### src/rtl/dm_arb_pkg.sv
// dm_arb_pkg
// Shared widths, master identifiers and the burst-counter helper used by the
// data-memory arbiter (dm_arbiter) and its grant picker (dm_arb_pick).
//   ADDR_W - word address width of dm_4k (byte address bits 13:2)
//   DATA_W - memory data width
//   BE_W   - byte-enable width
//   BCNT_W - width of the master-1 burst beat counter
//   M_CPU / M_DMA - master ids as stored in the "last granted" register
package dm_arb_pkg;

    localparam int ADDR_W = 12;
    localparam int DATA_W = 32;
    localparam int BE_W   = 4;
    localparam int BCNT_W = 4;

    localparam logic M_CPU = 1'b0;
    localparam logic M_DMA = 1'b1;

    typedef logic [BCNT_W-1:0] bcnt_t;

    // Burst beat counter increment that sticks at all-ones instead of wrapping,
    // so an over-long locked burst can never look like a fresh one.
    function automatic bcnt_t bcnt_inc(input bcnt_t v);
        return (v == '1) ? v : v + 1'b1;
    endfunction

endpackage

### src/rtl/dm_arb_pick.sv
// dm_arb_pick
// Combinational grant decision for the two-master data-memory arbiter.
// Ports:
//   m0_req, m1_req - access requests from master 0 (CPU) and master 1 (DMA)
//   last           - id of the master granted most recently
//   lock_act       - master 1 currently holds a burst lock
//   gnt0, gnt1     - one-hot (or zero) grant for this cycle
module dm_arb_pick
    import dm_arb_pkg::*;
(
    input  logic m0_req,
    input  logic m1_req,
    input  logic last,
    input  logic lock_act,
    output logic gnt0,
    output logic gnt1
);

    // Master 1 wins when it holds the lock, when it is the only requester,
    // or on contention when master 0 was the last one served. Master 0 takes
    // whatever master 1 does not, so the two grants can never both be high.
    always_comb begin
        gnt1 = m1_req && (lock_act || !m0_req || (last == M_CPU));
        gnt0 = m0_req && !gnt1;
    end

endmodule

### src/rtl/dm_arbiter.sv
// dm_arbiter
// Shares the single-port dm_4k data memory between the CPU load/store path
// (master 0) and a DMA/debug loader (master 1). At most one access is granted
// per cycle; the winner's address, byte enables, write data and write strobe
// drive the memory port, and read data is registered back to the winner one
// cycle later. Contention is resolved round-robin; master 1 may lock the
// memory for up to BURST_MAX consecutive beats.
// Ports:
//   clk, rst                  - clock, asynchronous active-low reset
//   mX_req/we/be/addr/wdata   - master X request, write flag, byte enables,
//                               word address, write data
//   mX_gnt                    - master X granted this cycle (combinational)
//   mX_rvalid, mX_rdata       - registered read return for master X
//   m1_lock                   - master 1 wants to keep the grant next cycle
//   dm_addr/be/din/wr         - to dm_4k (written on the falling clock edge)
//   dm_dout                   - from dm_4k (combinational read)
module dm_arbiter
    import dm_arb_pkg::*;
#(
    parameter int BURST_MAX = 8,
    parameter int ADDR_W    = dm_arb_pkg::ADDR_W
)(
    input  logic              clk,
    input  logic              rst,
    input  logic              m0_req,
    input  logic              m0_we,
    input  logic [BE_W-1:0]   m0_be,
    input  logic [ADDR_W-1:0] m0_addr,
    input  logic [DATA_W-1:0] m0_wdata,
    output logic              m0_gnt,
    output logic              m0_rvalid,
    output logic [DATA_W-1:0] m0_rdata,
    input  logic              m1_req,
    input  logic              m1_we,
    input  logic [BE_W-1:0]   m1_be,
    input  logic [ADDR_W-1:0] m1_addr,
    input  logic [DATA_W-1:0] m1_wdata,
    input  logic              m1_lock,
    output logic              m1_gnt,
    output logic              m1_rvalid,
    output logic [DATA_W-1:0] m1_rdata,
    output logic [ADDR_W-1:0] dm_addr,
    output logic [BE_W-1:0]   dm_be,
    output logic [DATA_W-1:0] dm_din,
    output logic              dm_wr,
    input  logic [DATA_W-1:0] dm_dout
);

    localparam logic [BCNT_W:0] BURST_LIM = (BCNT_W+1)'(BURST_MAX);

    logic        last;
    logic        lock_act;
    bcnt_t       bcnt;
    logic        pick_gnt0;
    logic        pick_gnt1;
    logic [BCNT_W:0] bcnt_nxt;

    dm_arb_pick u_pick (
        .m0_req   (m0_req),
        .m1_req   (m1_req),
        .last     (last),
        .lock_act (lock_act),
        .gnt0     (pick_gnt0),
        .gnt1     (pick_gnt1)
    );

    // Grants are suppressed while reset is asserted so the memory port stays
    // quiet even if masters keep requesting through reset.
    assign m0_gnt = pick_gnt0 && rst;
    assign m1_gnt = pick_gnt1 && rst;

    // Beat count after this cycle, one bit wider so the comparison against
    // BURST_MAX cannot wrap.
    assign bcnt_nxt = {1'b0, bcnt} + 1'b1;

    // Memory port mux. Everything here depends only on registered state and
    // master inputs, so it is stable from posedge through the negedge write.
    always_comb begin
        dm_addr = '0;
        dm_be   = '0;
        dm_din  = '0;
        dm_wr   = 1'b0;
        if (m0_gnt) begin
            dm_addr = m0_addr;
            dm_be   = m0_be;
            dm_din  = m0_wdata;
            dm_wr   = m0_we;
        end else if (m1_gnt) begin
            dm_addr = m1_addr;
            dm_be   = m1_be;
            dm_din  = m1_wdata;
            dm_wr   = m1_we;
        end
    end

    // Arbitration state and read return. A locked master-1 beat extends the
    // burst until BURST_MAX beats have been served; any other cycle ends it.
    // Read data is captured at the posedge that closes the grant cycle.
    always_ff @(posedge clk or negedge rst) begin
        if (!rst) begin
            last      <= M_DMA;
            lock_act  <= 1'b0;
            bcnt      <= '0;
            m0_rvalid <= 1'b0;
            m1_rvalid <= 1'b0;
            m0_rdata  <= '0;
            m1_rdata  <= '0;
        end else begin
            if (m0_gnt) begin
                last <= M_CPU;
            end else if (m1_gnt) begin
                last <= M_DMA;
            end

            if (m1_gnt && m1_lock) begin
                bcnt     <= bcnt_inc(bcnt);
                lock_act <= (bcnt_nxt < BURST_LIM);
            end else begin
                bcnt     <= '0;
                lock_act <= 1'b0;
            end

            m0_rvalid <= m0_gnt && !m0_we;
            m1_rvalid <= m1_gnt && !m1_we;
            if (m0_gnt && !m0_we) begin
                m0_rdata <= dm_dout;
            end
            if (m1_gnt && !m1_we) begin
                m1_rdata <= dm_dout;
            end
        end
    end

endmodule

### config.mk
export PLATFORM = sky130hd
export DESIGN_NAME = dm_arbiter
export DESIGN_NICKNAME = d
export VERILOG_FILES = /design/src/rtl/dm_arb_pkg.sv /design/src/rtl/dm_arb_pick.sv /design/src/rtl/dm_arbiter.sv
export SDC_FILE = /design/constraint.sdc
export NUM_CORES = 1
export LEC_CHECK = 0
export CORE_MARGIN = 8
export CORE_UTILIZATION = 36
export CTS_CLUSTER_DIAMETER = 60
export DETAILED_ROUTE_END_ITERATION = 12
export GPL_ROUTABILITY_DRIVEN = 0
export PLACE_DENSITY_LB_ADDON = 0.25
export SYNTH_ARGS = -nofsm -noshare
export SYNTH_HDL_FRONTEND = slang
export SYNTH_HIERARCHICAL = 1
export SYNTH_SLANG_ARGS = --single-unit
### constraint.sdc
create_clock -name clk -period 2.8 [get_ports clk]
set_input_delay 0.56 -clock clk [delete_from_list [all_inputs] [get_ports clk]]
set_output_delay 0.56 -clock clk [all_outputs]
set_load 0.01 [all_outputs]
# Word level (Yosys, flattened, before mapping)
# Cells that the tools add are included.
dict set report totals {
  input_bits 135
  regBits 72
}
dict set report op_classes {
  mux 13
  n_eq_ne 2
  n_addsub 2
  bitwise_logic 1
  reduce_logical 14
  magnitude_cmp 1
}
# op n
set ops {}
lappend ops {{32-bit 2-to-1 mux} 2}
lappend ops {{12-bit 2-to-1 mux} 2}
lappend ops {{4-bit 2-to-1 mux} 4}
lappend ops {{1-bit logical AND} 7}
lappend ops {{4-bit by 1-bit adder with 5-bit output, second input constant} 1}
lappend ops {{5-bit by 4-bit < comparator with 1-bit output, second input constant} 1}
lappend ops {{1-bit 2-to-1 mux} 5}
lappend ops {{4-bit by 1-bit adder with 4-bit output, second input constant} 1}
lappend ops {{4-bit equality test, second input constant} 1}
lappend ops {{1-bit logical NOT} 4}
lappend ops {{1-bit logical OR} 2}
lappend ops {{2-bit != test, second input constant} 1}
lappend ops {{2-bit nonzero test} 1}
lappend ops {{1-bit inverter} 1}

# Depth between registers and ports, before layout
# Gate-level depths: netlist of the first run.
dict set report depth {
  depth_word 8
  depth_mapped 9
  mapped_depth_nobuf 7
}

# Modules after synthesis
# The synthesis of the first run kept the hierarchy.
# module n_inst area_each_um2 cells_each
set modules_own_cells {}
lappend modules_own_cells {dm_arbiter 1 3259.4 228}
lappend modules_own_cells {dm_arb_pick 1 30.0 4}

# Worst setup path after synthesis of the first run
# OpenSTA, ideal clock, no wires.
dict set report synth_timing {
  path_kind {in2out}
  start {input m1_req}
  end {output dm_addr[10]}
  t_arrival_ns 1.566
  stages 7
  path_slack_ns 0.674
  cell_sequence {inv_1 > a21oi_1 > nand2_1 > nor2_1 > buf_2 > buf_2 > a22o_1}
}
dict set report synth_between {
  elab_chain_cells 5
  elab_cells_between_ends 7
  classes_between {mux: 2; reduce/logical: 5}
}
# element line
set synth_lines {}
lappend synth_lines {{from (decl)} dm_arbiter.sv:33} ;# input logic m1_req,
lappend synth_lines {{1-bit logical AND (*)} dm_arb_pick.sv:23} ;# gnt1 = m1_req && (lock_act || !m0_req || (last == M_CPU));
lappend synth_lines {{via pick_gnt1} dm_arbiter.sv:55} ;# logic pick_gnt1;
lappend synth_lines {{1-bit logical NOT} dm_arb_pick.sv:24} ;# gnt0 = m0_req && !gnt1;
lappend synth_lines {{1-bit logical AND} dm_arb_pick.sv:24}
lappend synth_lines {{1-bit logical AND} dm_arbiter.sv:69} ;# assign m0_gnt = pick_gnt0 && rst;
lappend synth_lines {{12-bit 2-to-1 mux (*)} dm_arbiter.sv:83} ;# if (m0_gnt) begin
lappend synth_lines {{to (decl)} dm_arbiter.sv:42} ;# output logic [ADDR_W-1:0] dm_addr,
# The timed path passes the listed nets; every way through them passes the cells marked *.

# Final worst setup path of the first run
dict set report layout_timing {
  start {input m1_req}
  end {output dm_din[27]}
}
dict set report layout_between {
  elab_chain_cells 5
  elab_cells_between_ends 7
  classes_between {mux: 2; reduce/logical: 5}
}
# element line
set layout_lines {}
lappend layout_lines {{1-bit logical AND (*)} dm_arb_pick.sv:23}
lappend layout_lines {{via pick_gnt1} dm_arbiter.sv:55}
lappend layout_lines {{1-bit logical NOT} dm_arb_pick.sv:24}
lappend layout_lines {{1-bit logical AND} dm_arb_pick.sv:24}
lappend layout_lines {{1-bit logical AND} dm_arbiter.sv:69}
lappend layout_lines {{32-bit 2-to-1 mux (*)} dm_arbiter.sv:83}
lappend layout_lines {{to (decl)} dm_arbiter.sv:44} ;# output logic [DATA_W-1:0] dm_din,
# Marks and branches as above.

==> reports/metrics.cfg, run 1 <==
[status]
status = complete, no violations

[synth]
ys_warn_count = 6
synth_edf_count = 0
syn_area_um2 = 3289
syn_nets = 368
syn_avg_cell_area_um2 = 14.18
syn_inst = 232
synth_top_area_share_pct = 54.01
synth_cell_types = 28
synth_seq_cells = 72
synth_top_cell_by_area = dfrtp_1
synth_ff_type = dfrtp_1
yosysSeqAreaShare_pct = 54.81
synthArstFlopShare_pct = 100.0
yosys-top-cells-area = dfrtp_1, mux2_2, a22o_1

[detailed_routing]
vias = 2997
drc = 0
wirelength_um = 12430
drtPass1Iterations = 4
vias_per_cell = 4.897
drt-wirelength-per-cell_um = 20.32
ant_nets = 0
drt_iter0_markers = 124

[global_routing]
track_usage_pct = 19.14
grt_pass1_wl_um = 18820
grt_pass1_vias = 3391
grt_overflow = 0
grt_max_degree = 74
antenna_found_initial = 0

[power_and_ir_drop]
pwr-share-clk_pct = 25.1
leakagePower_uw = 0.002821
p_comb_share_pct = 37.2
ir_drop_v = 0.0004295
powerDensity_nw_per_um2 = 600.1
swShare_pct = 27.24
power.total_uw = 3735
power.switching_uw = 1017
pwr-share-seq_pct = 37.7
p_int_uw = 2718

[timing]
final-setup-viol-count = 0
final_hold_viol_count = 0
period_minus_slack_ns = 2.733
maxSlewViolCount = 0
slew_headroom_pct = 39.69
fmax_ghz = 0.3659
worst_clock_skew_ns = 0.01280
fin_hold_ws_ns = 0.4790
fin_setup_tns_ns = 0
finalCritPeriodShare_pct = 97.60
tightestPinTransition_ns = 0.9046

[min_path]
hp-class = in -> async

[critical_path]
end_kind = output port
cp.arrival_ns = 2.17
slowest_delay_ns = 0.45
crit_path_top_delay_cell = clkdlybuf4s50_1
cp.required_ns = 2.24
worstPathCellList = clkdlybuf4s50_1 > inv_1 > a21oi_2 > nand2_1 > nor2_4 > buf_6 > clkbuf_16 > a22o_1 > dlygate4sd2_1
start_kind = primary input
crit_fanout = 14
path_class = in -> out

[clock_tree]
cts_hold_buf = 0
cts_made_buffers = 9
insertion_delay_ns = 0.34
cts_root_buf = clkbuf_8
htree_levels = 3
cts_tree = done
cts_max_path_buffers = 2
clock-sinks = 72
cts.clk_slew.worst_paths_ns = 0.07

[placed_design]
place_area_um2 = 5963
place.port_buffers = 251
hpwl_um = 10030
place_inst = 593

[layout]
stdcell_count = 612
nFillCells = 694
diodes = 0
fin_area_um2 = 6223
drive_gt1_share_pct = 22.75
syn_to_final_growth_pct = 89.20
final_nets = 632

[die]
io_pins = 252
initial_core_util_pct = 36.29
die_h_um = 111.6
fp.dieW_um = 111.6
die_area_um2 = 12450
core_um2 = 9065
rows = 35

[run]
drv_cap = 0

==> stage by stage <==
step | setup slack [ns] | util, %
2_1_floorplan | 0.6740 | -
3_3_place_gp | -0.2243 | 65.78
3_5_place_dp | -0.2496 | 65.78
4_1_cts | -0.1176 | 68.12
5_1_grt | -0.007607 | 68.65
6_report | 0.06730 | 68.65
==> sequential cells by signal, indices dropped and copies added (netlist names) <==
name       count
bcnt           4
last           1
lock_act       1
m0_rdata      32
m0_rvalid      1
m1_rdata      32
m1_rvalid      1
==> repair_timing <==
item | CTS | global route
cloned | 0 | 1
gates resized for setup | 55 | 29
pin swaps | 0 | 4
endpoints found under the setup margin | 50 | 9
buffers inserted | 1 | 1
==> layer usage <==
metal	wire length, um	share of wire (%)	GRT usage [%]	vias to the layer above
li1	-	-	-	1398
met1	4991	40	21.53	1457
met2	6251	50	32.97	128
met3	999	8.0	7.846	14
met4	192	1.5	4.649	0
met5	0	0	0	-
==> worst max-delay path: cells and delay by family <==
kind / cells / cell delay, ns
compound gates: 2 / 0.26
buf+inv: 5 / 1.07
simple gates: 2 / 0.28
==> power by group through the flow <==
stage / clock network, uW / logic (uW) / registers, uW
6_report: 936 / 1390 / 1410
3_3_place_gp: 0 / 1400 / 1420
5_1_grt: 1000 / 1470 / 1440
3_5_place_dp: 0 / 1420 / 1430
4_1_cts: 962 / 1390 / 1410
2_1_floorplan: 0 / 385 / 1530
==> Yosys cell counts (2+ instances only) <==
master / count
dfrtp_1: 71
a21oi_1: 2
o21a_1: 2
buf_6: 5
mux2_4: 10
nor2b_1: 2
nand2_1: 3
mux2_2: 54
nor2_1: 6
clkbuf_1: 5
a22o_1: 48
inv_1: 2
nand3_1: 3
buf_2: 5
==> worst paths after layout <==
| check | slack, ns | depth (start not counted) | start | endpoint |
|---|---|---|---|---|
| worst max-delay path | 0.07 | 9 | m1_req | dm_din[27] |
| worst min-delay path | 0.48 | 2 | rst | m0_rvalid |
| worst max register to register | 0.74 | 8 | last | m0_rdata[31] |
| worst min register to register | 0.51 | 1 | m1_rdata[17] | m1_rdata[17] |
| max in group asynchronous | 1.75 | 2 | rst | m0_rdata[0] |
| min in group clk | 0.51 | 1 | m1_rdata[17] | m1_rdata[17] |
==> kinds of logic after synthesis <==
kind of cell	share of synthesized area [%]
mux	23.35
compound gates	14.00
simple gates	2.814
xor+xnor	0.2663
buf+inv	4.374
fa+ha+maj	0.3803
flops	54.81
==> cell type report <==
class                      count  area, um2  share of cell area, %
timing repair buffer         269       2650                  42.58
clock inverter                 6      95.09                  1.528
sequential                    72       1803                  28.97
inverter                       5      33.78                 0.5428
multi-input combinational    139       1365                  21.93
tap                          111      138.9                  2.232
clock buffer                  10      137.6                  2.211
==> placed cells by master, fill, tap and decap left out, types with 2 or more instances in the layout <==
cell type	n
clkdlybuf4s50_1	200
dfrtp_1	71
mux2_2	54
a22o_1	47
dlygate4sd2_1	31
buf_4	12
mux2_4	10
clkbuf_8	10
clkdlybuf4s15_1	10
clkbuf_2	6
inv_6	5
nor2_1	5
nand3_1	3
dlymetal6s2s_1	3
buf_12	3
buf_6	3
nand2_1	2
inv_1	2
nor2b_1	2
o21a_1	2
bufinv_16	2
(Power assumes the default switching activity.)
==> run 2, diff against run 1 <==
--- a/config.mk
+++ b/config.mk
@@ -5,7 +5,6 @@
 export SDC_FILE = /design/constraint.sdc
 export NUM_CORES = 1
 export LEC_CHECK = 0
-export CORE_MARGIN = 8
 export CORE_UTILIZATION = 36
 export CTS_CLUSTER_DIAMETER = 60
 export DETAILED_ROUTE_END_ITERATION = 12
==> run 2 against run 1 <==
  * Cell count is 0.49% lower
  * Clock skew increased by 0.00084 ns
  * Die area fell by 24%
  * Flip-flop and latch count unchanged
  * Largest cell class unchanged
  * Highest routed layer is now met5
==> reports/metrics.cfg, run 2 (synthesis results as in run 1) <==
[detailed_routing]
wirelength_um = 11510  ; -7.4%
vias = 3007  ; +0.33%
vias_per_cell = 4.938  ; +0.83%
drt-wirelength-per-cell_um = 18.90  ; -7.0%
drt_iter0_markers = 87  ; -30%
ant_nets = 0  ; unchanged
drc = 0  ; unchanged
drtPass1Iterations = 4  ; unchanged

[run]
drv_cap = 0  ; unchanged

[power_and_ir_drop]
swShare_pct = 26.59  ; -0.64 points
power.switching_uw = 985.4  ; -3.1%
powerDensity_nw_per_um2 = 595.4  ; -0.79%
leakagePower_uw = 0.002743  ; -2.8%
ir_drop_v = 0.0004781  ; +11%
p_int_uw = 2720  ; about the same
p_comb_share_pct = 37.4  ; +0.2 points
pwr-share-seq_pct = 37.9  ; +0.2 points
pwr-share-clk_pct = 24.7  ; -0.4 points
power.total_uw = 3705  ; -0.79%

[critical_path]
worstPathCellList = clkdlybuf4s50_1 > inv_1 > o21a_1 > nand2_2 > inv_4 > buf_12 > a22o_1 > dlygate4sd2_1
critical_path.startpoint = m1_req
end_kind = output port
start_kind = primary input
reg2reg_from = last
crit_fanout = 29  ; +15
cp.required_ns = 2.24  ; about the same
slowest_delay_ns = 0.45  ; about the same
path_class = in -> out
crit_path_top_delay_cell = clkdlybuf4s50_1
cp.arrival_ns = 2.15  ; -0.02 ns

[timing]
finalCritPeriodShare_pct = 96.86  ; -0.74 points
maxSlewViolCount = 0  ; unchanged
tightestPinTransition_ns = 0.8963  ; -0.008311 ns
worst_clock_skew_ns = 0.01365  ; +0.0008438 ns
final_hold_viol_count = 0  ; unchanged
slew_headroom_pct = 40.25  ; +0.55 points
fmax_ghz = 0.3687  ; +0.76%
rsz0062_at_grt = no
final-setup-viol-count = 0  ; unchanged
period_minus_slack_ns = 2.712  ; -0.02074 ns

[clock_tree]
cts.clk_slew.worst_paths_ns = 0.07  ; about the same
htree_levels = 3  ; unchanged
cts_hold_buf = 0  ; unchanged
cts_max_path_buffers = 2  ; unchanged
cts_tree = done
insertion_delay_ns = 0.34  ; about the same
cts_root_buf = clkbuf_8
clock-sinks = 72  ; unchanged
cts_made_buffers = 9  ; unchanged

[global_routing]
grt_pass1_vias = 3129  ; -7.7%
track_usage_pct = 24.15  ; +5.0 points
grt_overflow = 0  ; unchanged
antenna_found_initial = 1  ; +1
grt_max_degree = 74  ; unchanged
grt_pass1_wl_um = 17660  ; -6.2%

[die]
io_pins = 252  ; unchanged
die_area_um2 = 9524  ; -24%
rows = 34  ; -2.9%
core_um2 = 8763  ; -3.3%
die_h_um = 97.59  ; -13%
initial_core_util_pct = 37.54  ; +1.2 points
fp.dieW_um = 97.59  ; -13%

[min_path]
hp-class = reg -> reg
hold_start = m1_rdata[12]

[layout]
layout_commonest_cell = clkdlybuf4s50_1
final_cell_mix = clkdlybuf4s50_1, dfrtp_1, mux2_2
stdcell_count = 609  ; -0.49%
final_nets = 631  ; -0.16%
drive_gt1_share_pct = 24.20  ; +1.4 points
largestRegisters = m0_rdata (32), m1_rdata (32), bcnt (4)
syn_to_final_growth_pct = 89.20  ; unchanged

[placed_design]
hpwl_um = 8843  ; -12%
place.port_buffers = 251  ; unchanged
place_inst = 587  ; -1.0%

[status]
status = complete, no violations

## run 2: stage by stage
| stage | utilization [%] | area [um2] | worst slack (ns) | setup TNS [ns] | hold WS (ns) |
|---|---|---|---|---|---|
| finish | 71.02 | 6223 | 0.08804 | 0 | 0.5095 |
| global route | 70.99 | 6221 | 0.004726 | 0 | 0.5194 |
| CTS | 70.69 | 6195 | -0.1328 | -0.3931 | 0.5101 |
| detailed placement | 67.72 | 5934 | -0.2103 | -8.039 | 0.4905 |
| global placement | 67.72 | 5934 | -0.1790 | -6.317 | 0.4860 |
| floorplan | - | 3289 | 0.6740 | 0 | 0.2644 |
## run 2: worst max-delay path, delay by kind of cell
| kind | cells | cell delay, ns |
|---|---|---|
| AO/OA/AOI/OAI | 2 | 0.46 |
| buffers and inverters | 5 | 1.01 |
| AND/OR/NAND/NOR | 1 | 0.11 |
## run 2: path summary, 6_finish.rpt
kind | end | slack [ns] | depth (start not counted)
hold / removal | m1_rdata[12] | 0.51 | 1
setup / recovery | dm_din[27] | 0.09 | 8
min in group asynchronous | lock_act | 0.53 | 2
max in group asynchronous | m0_rdata[6] | 1.67 | 2
setup reg to reg | m1_rdata[20] | 0.73 | 7
hold reg to reg | m1_rdata[12] | 0.51 | 1
## run 2: final cells by class
type,instances,area [um2]
repair buffers,268,2665
fillers,652,2540
flip-flops and latches,72,1803
multi-input cells,139,1359
clock buffers,11,141.4
well taps,108,135.1
clock inverters,5,86.33
inverters,5,31.28
diodes,1,2.502
## run 2: what timing repair did
action | 4_1_cts | 5_1_grt
hold endpoints to repair | 0 | 0
cloned | 2 | 1
buffers inserted | 1 | 1
setup endpoints to repair | 49 | 46
pin swaps | 0 | 3
gates resized for setup | 53 | 64
## run 2: per-layer routing
metal	wire [um]	share of wire, %	vias up	GRT usage [%]
met1	4793	42	1462	30.18
met3	1081	9.4	8	10.22
met4	86	0.75	2	6.448
met5	13	0.11	-	0
li1	-	-	1397	-
met2	5535	48	138	38.41
## run 2: power groups by stage
stage          registers [uW]  logic (uW)  clock network (uW)
4_1_cts                  1410        1390                 942
3_5_place_dp             1430        1400                   0
2_1_floorplan            1530         385                   0
6_report                 1400        1390                 914
3_3_place_gp             1410        1380                   0
5_1_grt                  1440        1460                 980
